===== src/rtl/mant_norm_if.sv =====
// -----------------------------------------------------------------------------
// mant_norm_if
// Bundles the operand and result channels of mant_norm_stage.
//
// Valid/ready handshake, used on both channels:
//   A transfer happens on a rising clock edge where valid and ready are both 1.
//   After raising valid, the producer holds valid and its payload stable until
//   that transfer. The consumer may change ready at any time. There is no
//   combinational path from valid to ready or from ready to valid.
//
// Operand channel (upstream -> stage):
//   valid_i, ready_o, sign_i, exp_i, sum_i, grs_i
// Result channel (stage -> downstream):
//   valid_o, ready_i, sign_o, exp_o, mant_o, ovf_o, uf_o
//
// Modports:
//   slave  : the normalization stage
//   master : the environment that drives operands and consumes results
// -----------------------------------------------------------------------------
interface mant_norm_if #(
    parameter int EXP_W  = 8,
    parameter int MANT_W = 23
);
    logic              valid_i;
    logic              ready_o;
    logic              sign_i;
    logic [EXP_W-1:0]  exp_i;
    logic [MANT_W+1:0] sum_i;
    logic [2:0]        grs_i;

    logic              valid_o;
    logic              ready_i;
    logic              sign_o;
    logic [EXP_W-1:0]  exp_o;
    logic [MANT_W-1:0] mant_o;
    logic              ovf_o;
    logic              uf_o;

    modport slave (
        input  valid_i, sign_i, exp_i, sum_i, grs_i, ready_i,
        output ready_o, valid_o, sign_o, exp_o, mant_o, ovf_o, uf_o
    );

    modport master (
        output valid_i, sign_i, exp_i, sum_i, grs_i, ready_i,
        input  ready_o, valid_o, sign_o, exp_o, mant_o, ovf_o, uf_o
    );
endinterface


===== src/rtl/mant_norm_stage.sv =====
// -----------------------------------------------------------------------------
// mant_norm_stage
// Post-add normalization for the FPU add/sub path. Takes the raw mantissa sum
// and the common exponent, renormalizes to 1.f form (one right shift on carry
// out, left shifts one bit per cycle after cancellation), adjusts the exponent,
// flags zero/overflow/underflow, rounds and presents the packed result.
//
// Ports:
//   clk_i    clock
//   rst_i    asynchronous reset, active-high
//   bus      mant_norm_if.slave: operand channel (valid_i/ready_o, sign_i,
//            exp_i, sum_i, grs_i) and result channel (valid_o/ready_i, sign_o,
//            exp_o, mant_o, ovf_o, uf_o). All outputs are registered.
//   state_o  current FSM state (IDLE=0, NORM=1, ROUND=2, DONE=3), debug only
//
// Build option:
//   ROUND_NEAREST_EN  defined   -> round-to-nearest-even using G/R/S
//                     undefined -> truncation (G/R/S discarded)
//   ROUND takes one cycle in both builds, so latency does not change.
// -----------------------------------------------------------------------------
module mant_norm_stage #(
    parameter int EXP_W  = 8,
    parameter int MANT_W = 23
) (
    input  logic        clk_i,
    input  logic        rst_i,
    mant_norm_if.slave  bus,
    output logic [1:0]  state_o
);
    typedef enum logic [1:0] {
        IDLE  = 2'd0,
        NORM  = 2'd1,
        ROUND = 2'd2,
        DONE  = 2'd3
    } state_t;

    // Work register layout: {carry, hidden, frac[MANT_W-1:0], G, R, S}
    localparam int MW  = MANT_W + 5;
    localparam int C_B = MW - 1;
    localparam int H_B = MW - 2;
    localparam logic [EXP_W-1:0] E_MAX = '1;
    localparam logic [EXP_W-1:0] E_ONE = EXP_W'(1);

    state_t            state_q;
    logic [MW-1:0]     m_q;
    logic [EXP_W-1:0]  e_q;
    logic              sign_q;
    logic              ovf_q;
    logic              uf_q;
    logic              skip_q;   // special or overflowed result: bypass rounding

    logic [EXP_W-1:0]  e_inc;
    logic              inc;
    logic [MANT_W+1:0] rnd_sum;  // {carry, hidden, frac} after the increment

    always_comb begin
        e_inc = e_q + E_ONE;
`ifdef ROUND_NEAREST_EN
        // Nearest-even: round up above half, or at exactly half with odd LSB.
        inc = m_q[2] & (m_q[1] | m_q[0] | m_q[3]);
`else
        inc = 1'b0;
`endif
        rnd_sum = m_q[MW-1:3] + {{(MANT_W+1){1'b0}}, inc};
    end

    assign state_o = state_q;

    always_ff @(posedge clk_i or posedge rst_i) begin
        if (rst_i) begin
            state_q     <= IDLE;
            m_q         <= '0;
            e_q         <= '0;
            sign_q      <= 1'b0;
            ovf_q       <= 1'b0;
            uf_q        <= 1'b0;
            skip_q      <= 1'b0;
            bus.ready_o <= 1'b1;
            bus.valid_o <= 1'b0;
            bus.sign_o  <= 1'b0;
            bus.exp_o   <= '0;
            bus.mant_o  <= '0;
            bus.ovf_o   <= 1'b0;
            bus.uf_o    <= 1'b0;
        end else begin
            case (state_q)
                IDLE: begin
                    if (bus.valid_i && bus.ready_o) begin
                        m_q         <= {bus.sum_i, bus.grs_i};
                        e_q         <= bus.exp_i;
                        sign_q      <= bus.sign_i;
                        ovf_q       <= 1'b0;
                        uf_q        <= 1'b0;
                        skip_q      <= 1'b0;
                        bus.ready_o <= 1'b0;
                        state_q     <= NORM;
                    end
                end

                NORM: begin
                    if (e_q == E_MAX) begin
                        // Inf/NaN operand: pass through untouched.
                        skip_q  <= 1'b1;
                        state_q <= ROUND;
                    end else if (m_q == '0) begin
                        e_q     <= '0;
                        state_q <= ROUND;
                    end else if (m_q[C_B]) begin
                        // Right shift; the bit leaving S folds into the sticky.
                        e_q <= e_inc;
                        if (e_inc == E_MAX) begin
                            ovf_q   <= 1'b1;
                            skip_q  <= 1'b1;
                            m_q     <= '0;
                            state_q <= ROUND;
                        end else begin
                            m_q <= {1'b0, m_q[MW-1:2], m_q[1] | m_q[0]};
                        end
                    end else if (m_q[H_B]) begin
                        state_q <= ROUND;
                    end else if (e_q > E_ONE) begin
                        m_q <= {m_q[MW-2:0], 1'b0};
                        e_q <= e_q - E_ONE;
                    end else begin
                        // Exponent exhausted: keep the fraction as a denormal.
                        e_q     <= '0;
                        uf_q    <= 1'b1;
                        state_q <= ROUND;
                    end
                end

                ROUND: begin
                    bus.sign_o <= sign_q;
                    if (skip_q || !inc) begin
                        bus.exp_o  <= e_q;
                        bus.mant_o <= m_q[MANT_W+2:3];
                        bus.ovf_o  <= ovf_q;
                        bus.uf_o   <= uf_q;
                    end else if (rnd_sum[MANT_W+1]) begin
                        // Increment rippled into the carry: renormalize right.
                        bus.exp_o <= e_inc;
                        bus.uf_o  <= uf_q;
                        if (e_inc == E_MAX) begin
                            bus.ovf_o  <= 1'b1;
                            bus.mant_o <= '0;
                        end else begin
                            bus.ovf_o  <= ovf_q;
                            bus.mant_o <= rnd_sum[MANT_W:1];
                        end
                    end else begin
                        bus.mant_o <= rnd_sum[MANT_W-1:0];
                        bus.ovf_o  <= ovf_q;
                        if (e_q == '0 && rnd_sum[MANT_W]) begin
                            // Denormal rounded up into the smallest normal.
                            bus.exp_o <= E_ONE;
                            bus.uf_o  <= 1'b0;
                        end else begin
                            bus.exp_o <= e_q;
                            bus.uf_o  <= uf_q;
                        end
                    end
                    bus.valid_o <= 1'b1;
                    state_q     <= DONE;
                end

                DONE: begin
                    if (bus.ready_i) begin
                        bus.valid_o <= 1'b0;
                        bus.ready_o <= 1'b1;
                        state_q     <= IDLE;
                    end
                end

                default: state_q <= IDLE;
            endcase
        end
    end
endmodule


===== src/flat_wrapper.sv =====
// flat-port wrapper written by rule: the top's interface ports become plain ports
module mant_norm_stage_flat 
#(
    parameter int EXP_W  = 8,
    parameter int MANT_W = 23
)
  (clk_i, rst_i, state_o, bus_valid_i, bus_sign_i, bus_exp_i, bus_sum_i, bus_grs_i, bus_ready_i, bus_ready_o, bus_valid_o, bus_sign_o, bus_exp_o, bus_mant_o, bus_ovf_o, bus_uf_o);
  mant_norm_if #(.EXP_W(EXP_W), .MANT_W(MANT_W)) bus_i ();
  input  logic clk_i;
  input  logic rst_i;
  output logic [1:0] state_o;
  input wire logic [$bits(bus_i.valid_i)-1:0] bus_valid_i;
  input wire logic [$bits(bus_i.sign_i)-1:0] bus_sign_i;
  input wire logic [$bits(bus_i.exp_i)-1:0] bus_exp_i;
  input wire logic [$bits(bus_i.sum_i)-1:0] bus_sum_i;
  input wire logic [$bits(bus_i.grs_i)-1:0] bus_grs_i;
  input wire logic [$bits(bus_i.ready_i)-1:0] bus_ready_i;
  output wire logic [$bits(bus_i.ready_o)-1:0] bus_ready_o;
  output wire logic [$bits(bus_i.valid_o)-1:0] bus_valid_o;
  output wire logic [$bits(bus_i.sign_o)-1:0] bus_sign_o;
  output wire logic [$bits(bus_i.exp_o)-1:0] bus_exp_o;
  output wire logic [$bits(bus_i.mant_o)-1:0] bus_mant_o;
  output wire logic [$bits(bus_i.ovf_o)-1:0] bus_ovf_o;
  output wire logic [$bits(bus_i.uf_o)-1:0] bus_uf_o;
  assign bus_i.valid_i = bus_valid_i;
  assign bus_i.sign_i = bus_sign_i;
  assign bus_i.exp_i = bus_exp_i;
  assign bus_i.sum_i = bus_sum_i;
  assign bus_i.grs_i = bus_grs_i;
  assign bus_i.ready_i = bus_ready_i;
  assign bus_ready_o = bus_i.ready_o;
  assign bus_valid_o = bus_i.valid_o;
  assign bus_sign_o = bus_i.sign_o;
  assign bus_exp_o = bus_i.exp_o;
  assign bus_mant_o = bus_i.mant_o;
  assign bus_ovf_o = bus_i.ovf_o;
  assign bus_uf_o = bus_i.uf_o;
  mant_norm_stage #(.EXP_W(EXP_W), .MANT_W(MANT_W)) u_core (.clk_i(clk_i), .rst_i(rst_i), .bus(bus_i), .state_o(state_o));
endmodule

===== config.mk =====
export PLATFORM = sky130hd
export DESIGN_NAME = mant_norm_stage_flat
export DESIGN_NICKNAME = d
export VERILOG_FILES = /design/src/rtl/mant_norm_if.sv /design/src/rtl/mant_norm_stage.sv /design/src/flat_wrapper.sv
export SDC_FILE = /design/constraint.sdc
export NUM_CORES = 1
export LEC_CHECK = 0
export ABC_AREA = 1
export CAP_MARGIN = 20
export CORE_MARGIN = 2
export CORE_UTILIZATION = 57
export CTS_CLUSTER_DIAMETER = 40
export DETAILED_ROUTE_END_ITERATION = 8
export GPL_TIMING_DRIVEN = 0
export PLACE_DENSITY = 0.84
export SLEW_MARGIN = 5
export SYNTH_ARGS = -nofsm -noshare
export SYNTH_HDL_FRONTEND = slang
export SYNTH_SLANG_ARGS = --single-unit

===== constraint.sdc =====
create_clock -name clk_i -period 4.8 [get_ports clk_i]
set_input_delay 0.96 -clock clk_i [delete_from_list [all_inputs] [get_ports clk_i]]
set_output_delay 0.96 -clock clk_i [all_outputs]
set_load 0.05 [all_outputs]

==> metrics.yaml <==
regArea_sq_um: 1930
cp_slowest_cell: "clkdlybuf4s50_1"
hold_buffers: 0
cts_sinks: 77
htree_levels: 3
critPathLaunchType: "flip-flop"
synth.distinct_cells: 30
synthTopCellsByArea: "dfrtp_1 (45%), nand2_1 (13%), o21ai_0 (8.3%), a21boi_1 (6.0%), nand3_1 (5.5%)"
vias: 4123
synthCells: 558
numCtsBuffers: 9
nets: 697
postCtsResizedCells: 0
multiInputGateArea_sq_um: 1960
drive_above_1_share_pct: 6.44
syn_area_sq_um: 4240
fin_setup_tns_ps: 0
syn_to_final_growth_pct: 26.5
final_antenna_net_count: 0
cp_num_buf_inv: 1
ys_seq_area_share_pct: 45.5
antenna_found_initial: 0
cpPeakStageDelay_ps: 800
endpoint_kind: "primary output"
max_freq_mhz: 376
yosysWarnings: 0
r2r_slack_ps: 2530
clock_path_buffers: 2
cts.reportedPaths.clkPinSlew_ps: 80
p_int_uw: 2180
ios: 79
grt_pass1_wl_microns: 19100
fillerInstances: 589
p_seq_share_pct: 27.7
ys_seq_elements: 77
initial_core_util_pct: 58.8
min_period_ps: 2660
slew_violations: 0
vdd_drop_max_mv: 0.457
arrival_ps: 1700
crit_family: "buffers and inverters"
fin_skew_ps: 6.97
outcome: "finished, final reports clean"
diodes: 0
die-area_sq_um: 8150
clock_latency_ps: 360
cp_cell_sequence: "clkdlybuf4s50_1"
io_buffers: 78
first_pass_iters: 5
wire_per_inst_microns: 14.9
cts_root_buffer: "clkbuf_8"
die_width_microns: 90.3
power_switching_uw: 2260
fin_hold_ws_ps: 481
grt_pass1_vias: 4032
p_leak_uw: 0.00255
p_per_area_nw_per_um2: 828
p_clk_share_pct: 10.9
relSlewSlack_pct: 57.8
synth.largest_area_cell: "dfrtp_1"
cp_max_fo: 3
finalHoldViolations: 0
syn_nets: 607
route.detailed.drc: 0
fin_crit_sh_pct: 55.4
worstMarginPinSlew_ps: 632
fp-row-count: 31
finalSetupViolCount: 0
wl_microns: 11200
drv_cap: 0
path_class: "flip-flop to primary output"
postCtsSetupBuffers: 0
vias_per_cell: 5.49
grtUsageTotal_pct: 29.2
grt_max_degree: 70
dr.first_iter.drc_count: 345
syn_area_per_cell_sq_um: 7.60
gp_congestion: 0.945
dieHeight_microns: 90.3
core_area_sq_um: 7210
tritoncts: "built"
critPathRequiredTime_ps: 3840
hold_class: "flip-flop to flip-flop"
p_comb_share_pct: 61.4
rsz0062_at_grt: "no"
p_sw_share_pct: 51.0
gr-total-overflow: 0
yosysTopAreaCellShare_pct: 44.9
dp_hpwl_microns: 8060
==> layout make-up <==
cell class                 instances  share of cell area (%)
buffer                            24                    2.52
clock buffer                      11                    2.64
clock inverter                     4                   0.910
inverter                          59                    4.17
multi-input combinational        398                    36.5
sequential                        77                    35.9
tap                               99                    2.31
timing repair buffer              79                    15.1
==> state kept, by name (all words and copies together) (netlist names), 2 cells and up <==
name               count
u_core.bus.mant_o     23
u_core.e_q             8
u_core.bus.exp_o       8
u_core.state_o         2
u_core.m_q            28
==> power groups by stage <==
stage               Combinational, uW  Clock (uW)  Sequential (uW)
floorplan                        1390           0             1740
detailed placement               2700           0             1240
CTS                              2720         492             1230
global route                     2990         519             1270
finish                           2720         485             1230
global placement                 2620           0             1220
==> path summary, 6_finish.rpt <==
kind,from,endpoint,cells past startpoint
max reg2reg,u_core.e_q[0]$_DFFE_PP0P_,u_core.m_q[8]$_DFFE_PP0P_,10
min in group asynchronous,rst_i,u_core.m_q[14]$_DFFE_PP0P_,2
max,u_core.bus.ready_o$_DFFE_PP1P_,bus_ready_o,1
min reg2reg,u_core.sign_q$_DFFE_PP0P_,u_core.sign_q$_DFFE_PP0P_,2
min,u_core.sign_q$_DFFE_PP0P_,u_core.sign_q$_DFFE_PP0P_,2
max in group asynchronous,rst_i,u_core.bus.mant_o[0]$_DFFE_PP0P_,3
==> cells by family after synthesis <==
kind of cell / synth area share (%)
buffers and inverters: 8.41
AND/OR/NAND/NOR: 26.5
adder cells (fa/ha/maj): 2.36
AO/OA/AOI/OAI: 16.3
flip-flops: 45.5
XOR/XNOR: 1.03
==> stage by stage <==
step | setup slack (ps) | area [sq um] | cells | power, uW | utilization (%)
floorplan | 1870 | 4240 | 558 | 3130 | -
CTS | 2120 | 5370 | 751 | 4440 | 74.4
detailed placement | 2140 | 5170 | 736 | 3930 | 71.7
global placement | 613 | 5140 | 735 | 3840 | 71.3
finish | 2140 | 5370 | 751 | 4440 | 74.4
global route | 2090 | 5370 | 751 | 4780 | 74.4
==> synth_stat cells <==
library cell	count
buf_4	2
clkinv_1	1
nor2_1	53
xor2_1	4
a21boi_1	34
nand2_2	2
nor2_4	1
nand2_1	147
nor3_2	1
ha_1	8
inv_1	53
clkbuf_1	11
nand2_4	1
buf_1	1
o2bb2ai_1	1
or2_1	1
nor3_1	1
dfstp_2	1
nand3_4	1
inv_2	5
nand3_1	47
nand4_1	8
o21ai_0	70
dfrtp_1	76
buf_2	6
a21oi_1	14
o21ai_1	1
nor2_2	2
xnor2_1	1
buf_6	4
==> cell usage in the layout, fill, tap and decap left out, types with 2 or more instances in the layout <==
cell,netlist,final
a21boi_1,34,34
a21oi_1,14,14
buf_2,6,6
buf_4,2,2
buf_6,4,4
clkbuf_1,11,12
clkbuf_8,0,10
clkdlybuf4s50_1,0,78
clkinv_2,0,2
dfrtp_1,76,76
ha_1,8,8
inv_1,53,52
inv_2,5,5
nand2_1,147,147
nand2_2,2,2
nand3_1,47,47
nand4_1,8,8
nor2_1,53,53
nor2_2,2,2
o21ai_0,70,70
xor2_1,4,4
==> layer usage <==
| metal | GRT usage [%] | vias to the layer above | share of wire, % |
|---|---|---|---|
| li1 | - | 1974 | - |
| met1 | 37.9 | 1968 | 43 |
| met2 | 47.4 | 147 | 48 |
| met3 | 5.01 | 34 | 5.4 |
| met4 | 14.9 | 0 | 3.6 |
| met5 | 1.28 | - | 0 |
(Power assumes the default switching activity.)
